$ cat config.mk
export PLATFORM = sky130hd
export DESIGN_NAME = inverse_poly_solver
export DESIGN_NICKNAME = d
export VERILOG_FILES = /design/src/rtl/inverse_poly_solver.sv
export SDC_FILE = /design/constraint.sdc
export NUM_CORES = 1
export LEC_CHECK = 0
export CORE_MARGIN = 5
export CORE_UTILIZATION = 54
export DETAILED_ROUTE_END_ITERATION = 8
export HOLD_SLACK_MARGIN = 0.08
export PLACE_DENSITY_LB_ADDON = 0.08
export SYNTH_ARGS = -nofsm -noshare
export SYNTH_HDL_FRONTEND = slang
export SYNTH_SLANG_ARGS = --single-unit
export TNS_END_PERCENT = 1
$ cat constraint.sdc
create_clock -name clk -period 4.6 [get_ports clk]
set_input_delay 1.15 -clock clk [delete_from_list [all_inputs] [get_ports clk]]
set_output_delay 1.15 -clock clk [all_outputs]
set_load 0.01 [all_outputs]
$ cat src/rtl/inverse_poly_solver.sv
// Sequential brute-force solver for (A*x*x + B*x + C) mod 256 == Y.
// Operands arrive over a go-handshake; candidates are tried from 0 upward, five cycles each.
module inverse_poly_solver #(
  parameter logic [7:0] XMAX = 8'd255
) (
  input  logic       clk,
  input  logic       resetn,
  input  logic       go,
  input  logic [7:0] data_in,
  output logic [7:0] x_result,
  output logic       found,
  output logic       done,
  output logic       busy
);

  typedef enum logic [3:0] {
    S_LOAD_A      = 4'd0,
    S_LOAD_A_WAIT = 4'd1,
    S_LOAD_B      = 4'd2,
    S_LOAD_B_WAIT = 4'd3,
    S_LOAD_C      = 4'd4,
    S_LOAD_C_WAIT = 4'd5,
    S_LOAD_Y      = 4'd6,
    S_LOAD_Y_WAIT = 4'd7,
    S_EVAL_0      = 4'd8,
    S_EVAL_1      = 4'd9,
    S_EVAL_2      = 4'd10,
    S_EVAL_3      = 4'd11,
    S_CHECK       = 4'd12,
    S_DONE        = 4'd13,
    S_DONE_WAIT   = 4'd14
  } state_t;

  state_t     state, state_next;
  logic [7:0] a, b, c, y;
  logic [7:0] t, xc;
  logic       hit, last;

  assign hit  = (t == y);
  assign last = (xc == XMAX);

  always_ff @(posedge clk) begin
    if (!resetn) state <= S_LOAD_A;
    else         state <= state_next;
  end

  always_comb begin
    state_next = state;
    case (state)
      S_LOAD_A:      if (go)  state_next = S_LOAD_A_WAIT;
      S_LOAD_A_WAIT: if (!go) state_next = S_LOAD_B;
      S_LOAD_B:      if (go)  state_next = S_LOAD_B_WAIT;
      S_LOAD_B_WAIT: if (!go) state_next = S_LOAD_C;
      S_LOAD_C:      if (go)  state_next = S_LOAD_C_WAIT;
      S_LOAD_C_WAIT: if (!go) state_next = S_LOAD_Y;
      S_LOAD_Y:      if (go)  state_next = S_LOAD_Y_WAIT;
      S_LOAD_Y_WAIT: if (!go) state_next = S_EVAL_0;
      S_EVAL_0:      state_next = S_EVAL_1;
      S_EVAL_1:      state_next = S_EVAL_2;
      S_EVAL_2:      state_next = S_EVAL_3;
      S_EVAL_3:      state_next = S_CHECK;
      S_CHECK:       state_next = (hit || last) ? S_DONE : S_EVAL_0;
      S_DONE:        if (go)  state_next = S_DONE_WAIT;
      S_DONE_WAIT:   if (!go) state_next = S_LOAD_A;
      default:       state_next = S_LOAD_A;
    endcase
  end

  // Horner form: t = ((A*x) + B)*x + C, one operation per cycle
  always_ff @(posedge clk) begin
    if (!resetn) begin
      a        <= '0;
      b        <= '0;
      c        <= '0;
      y        <= '0;
      t        <= '0;
      xc       <= '0;
      x_result <= '0;
      found    <= 1'b0;
    end else begin
      case (state)
        S_LOAD_A: a <= data_in;
        S_LOAD_B: b <= data_in;
        S_LOAD_C: c <= data_in;
        S_LOAD_Y: y <= data_in;
        S_LOAD_Y_WAIT: begin
          if (!go) begin
            xc    <= '0;
            found <= 1'b0;
          end
        end
        S_EVAL_0: t <= a * xc;
        S_EVAL_1: t <= t + b;
        S_EVAL_2: t <= t * xc;
        S_EVAL_3: t <= t + c;
        S_CHECK: begin
          if (hit || last) begin
            x_result <= xc;
            found    <= hit;
          end else begin
            xc <= xc + 8'd1;
          end
        end
        default: ;
      endcase
    end
  end

  assign done = (state == S_DONE) || (state == S_DONE_WAIT);
  assign busy = (state == S_EVAL_0) || (state == S_EVAL_1) || (state == S_EVAL_2) ||
                (state == S_EVAL_3) || (state == S_CHECK);

endmodule

==> impl_metrics.toml, run 1 <==
[worst_setup_path]
cp_max_fo = 15
reg2regPathDepth = 16
timing.rr.end = "t[7]"
path_common_cell = "inv_1"
critPathSlowestCell = "dfxtp_1"
cp_top_family = "adder cells"
crit_path_max_incr_delay_ps = 620
end_kind = "flip-flop"
worstPathRequired_ps = 4820
worstPathArrival_ps = 4310
r2r_slack_ps = 510
crit_path_start_kind = "flip-flop"
cp_num_buf_inv = 4
critPathKind = "flip-flop to flip-flop"
critical_path.cell_chain = "and2_1 > ha_1 > inv_1 > fa_1 > inv_1 > ha_1 > inv_1 > fa_1 > inv_1 > fa_1 > a21o_1 > a21oi_1 > xnor2_1 > xnor2_1 > a221oi_1 > a21oi_1"
reg2reg_from = "xc[3]"

[synth]
synth_area_sq_um = 4890
synthTopCellsByCount = "83 x nand2_1, 61 x dfxtp_1, 47 x inv_1, 40 x and2_1, 40 x ha_1"
yosysTopAreaCellShare_pct = 25.0
ys_warn_count = 0
synthFlopType = "dfxtp_1"
yosys-top-cells-area = "dfxtp_1 25%, fa_1 10%, ha_1 10%, nand2_1 6.4%, mux2i_1 5.7%"
yosysTopAreaCell = "dfxtp_1"
syn_nets = 642
synth_seq_cells = 61
yosysSeqAreaShare_pct = 25.0
synth_most_common_cell = "nand2_1"
yosysUniqueCellTypes = 51
synth_enable_flop_cells = 0
avgSynthCellArea_sq_um = 8.65
async_flop_share_pct = 0
synthCells = 566

[pwr]
p_int_uw = 832
pwr-share-seq_pct = 49.6
leakage_nw = 2.27
powerDensity_nw_per_um2 = 217
switching_share_pct = 28.3
pwr-share-comb_pct = 12.6
totalPowerFinal_mw = 1.16
power_frac_clock_pct = 37.8
ir_worst_vdd_v = 0.000157
p_sw_uw = 328

[timing]
final_max_slew_viol_count = 0
fin_ws_ps = 512
finalSetupViolations = 0
period_share_pct = 88.9
hold_viol = 0
finalCriticalPeriod_ps = 4090
slew_headroom_pct = 34.9
worstMarginPinSlew_ps = 969
max_clock_freq_ghz = 0.245
rsz0062_at_grt = "false"
clock-skew-final_ps = 7.84
hold_ws_ps = 463
fin_tns_setup_ps = 0

[place]
port_buffers = 21
placed_area_sq_um = 5170
hpwlAfterDp_mm = 8.54
dp_cells = 675
pre_cts_ws_ps = 484
place.gp.congestion = 0.898

[routing]
wl_per_cell_um = 16.4
drcViolationCount = 0
drtIter0Drc = 135
via_per_inst = 5.45
vias = 3759
dr.pass1.iters = 5
ant_nets = 0
wirelength_mm = 11.3

[outcome]
status = "finished clean"

[final_layout]
fin_util_pct = 61.0
finalNonFillerCells = 690
diodes = 0
fin_area_sq_um = 5350
drive_gt1_share_pct = 6.53
area.growth.synth_to_final_pct = 9.26
nNetsFinal = 654

[cts]
clk_pin_slew_ps = 70
cts_setup_buffers = 0
cts_max_path_buffers = 2
cts_sinks = 61
htreeDepth = 3
clock_latency_ps = 340
root_buffer = "clkbuf_8"
cts_made_buffers = 9
cts_hold_buf = 0
ctsResizeCount = 0
cts_tree = "done"

[global_routing]
grt_usage_pct = 20.7
grt_max_degree = 35
gr-total-overflow = 0
grt_pass1_vias = 3671
grt_pass1_wl_mm = 18.4
antenna_found_initial = 0

[die]
io_pins = 22
die_x_um = 105
core_area_sq_um = 8760
start_util_pct = 55.8
die_h_um = 105
rows = 34
dieArea_sq_um = 11100

[hold_path]
min_path_cells = 2
hold_path_end = "b[3]"
hold_class = "flip-flop to flip-flop"
min-delay-start = "b[3]"

[run]
drv_cap = 0
-- layer usage --
layer / up-vias / global-route usage (%) / part of all wire (%)
met4: 0 / 5.66 / 1.1
met5: - / 0 / 0
met1: 1792 / 28.5 / 47
met2: 91 / 34.0 / 47
met3: 12 / 3.02 / 5.2
li1: 1864 / - / -
-- placed cells by master, fill, tap and decap left out, types with 18 or more instances in the layout --
master,netlist,layout
fa_1,25,25
inv_1,47,47
and2_1,40,40
clkdlybuf4s50_1,0,21
xor2_1,21,21
nand2_1,83,83
ha_1,40,40
dfxtp_1,61,61
a21oi_1,18,18
nor2b_1,35,35
xnor2_1,28,28
mux2i_1,28,28
-- cell type report --
class / instances / area [sq um]
clock inverters: 3 / 21.3
inverters: 48 / 180
multi-input cells: 428 / 3360
flip-flops and latches: 61 / 1220
clock buffers: 12 / 155
fillers: 803 / 3420
repair buffers: 30 / 278
well taps: 108 / 135
-- tightest hold or removal path: cells and delay by family, from the launching register on --
family / cells / cell delay [ps]
AO/OA/AOI/OAI: 1 / 60
flip-flops: 1 / 310
AND/OR/NAND/NOR: 1 / 50
-- worst max-delay path by stage --
stage	cells past startpoint	from	end
after CTS	13	xc[3]	t[7]
final	16	xc[3]	t[7]
after floorplan	17	xc[3]	t[7]
after global placement	16	xc[3]	t[7]
after global routing	16	xc[3]	t[7]
after detailed placement	16	xc[3]	t[7]
-- registers in the layout, summed over array words and instances, names as in the netlist --
| signal | count |
|---|---|
| xc | 8 |
| c | 8 |
| t | 8 |
| found | 1 |
| b | 8 |
| y | 8 |
| state | 4 |
| a | 8 |
| x_result | 8 |
-- power by group through the flow --
| stage | Combinational (mW) | Clock [mW] | Sequential (mW) |
|---|---|---|---|
| 6_report | 0.146 | 0.439 | 0.575 |
| 5_1_grt | 0.161 | 0.475 | 0.578 |
| 4_1_cts | 0.145 | 0.449 | 0.575 |
| 3_5_place_dp | 0.145 | 0 | 0.587 |
| 3_3_place_gp | 0.144 | 0 | 0.587 |
| 2_1_floorplan | 0.109 | 0 | 0.573 |
-- kinds of logic after synthesis --
family,count (synthesis),synth area share (%)
compound gates,78,10.5
mux,35,7.34
xor+xnor,49,8.77
simple gates,201,21.6
fa+ha+maj,65,20.5
flops,61,25.0
buf+inv,77,6.47
Note: power is estimated with default switching activity, not from simulation.
==> run 2: changes to the inputs <==
--- a/config.mk
+++ b/config.mk
@@ -8,6 +8,7 @@
 export CORE_MARGIN = 5
 export CORE_UTILIZATION = 54
 export DETAILED_ROUTE_END_ITERATION = 8
+export GPL_ROUTABILITY_DRIVEN = 1
 export HOLD_SLACK_MARGIN = 0.08
 export PLACE_DENSITY_LB_ADDON = 0.08
 export SYNTH_ARGS = -nofsm -noshare
==> results of run 2 <==
No change in the layout: final DEF, timing and power equal those of run 1.
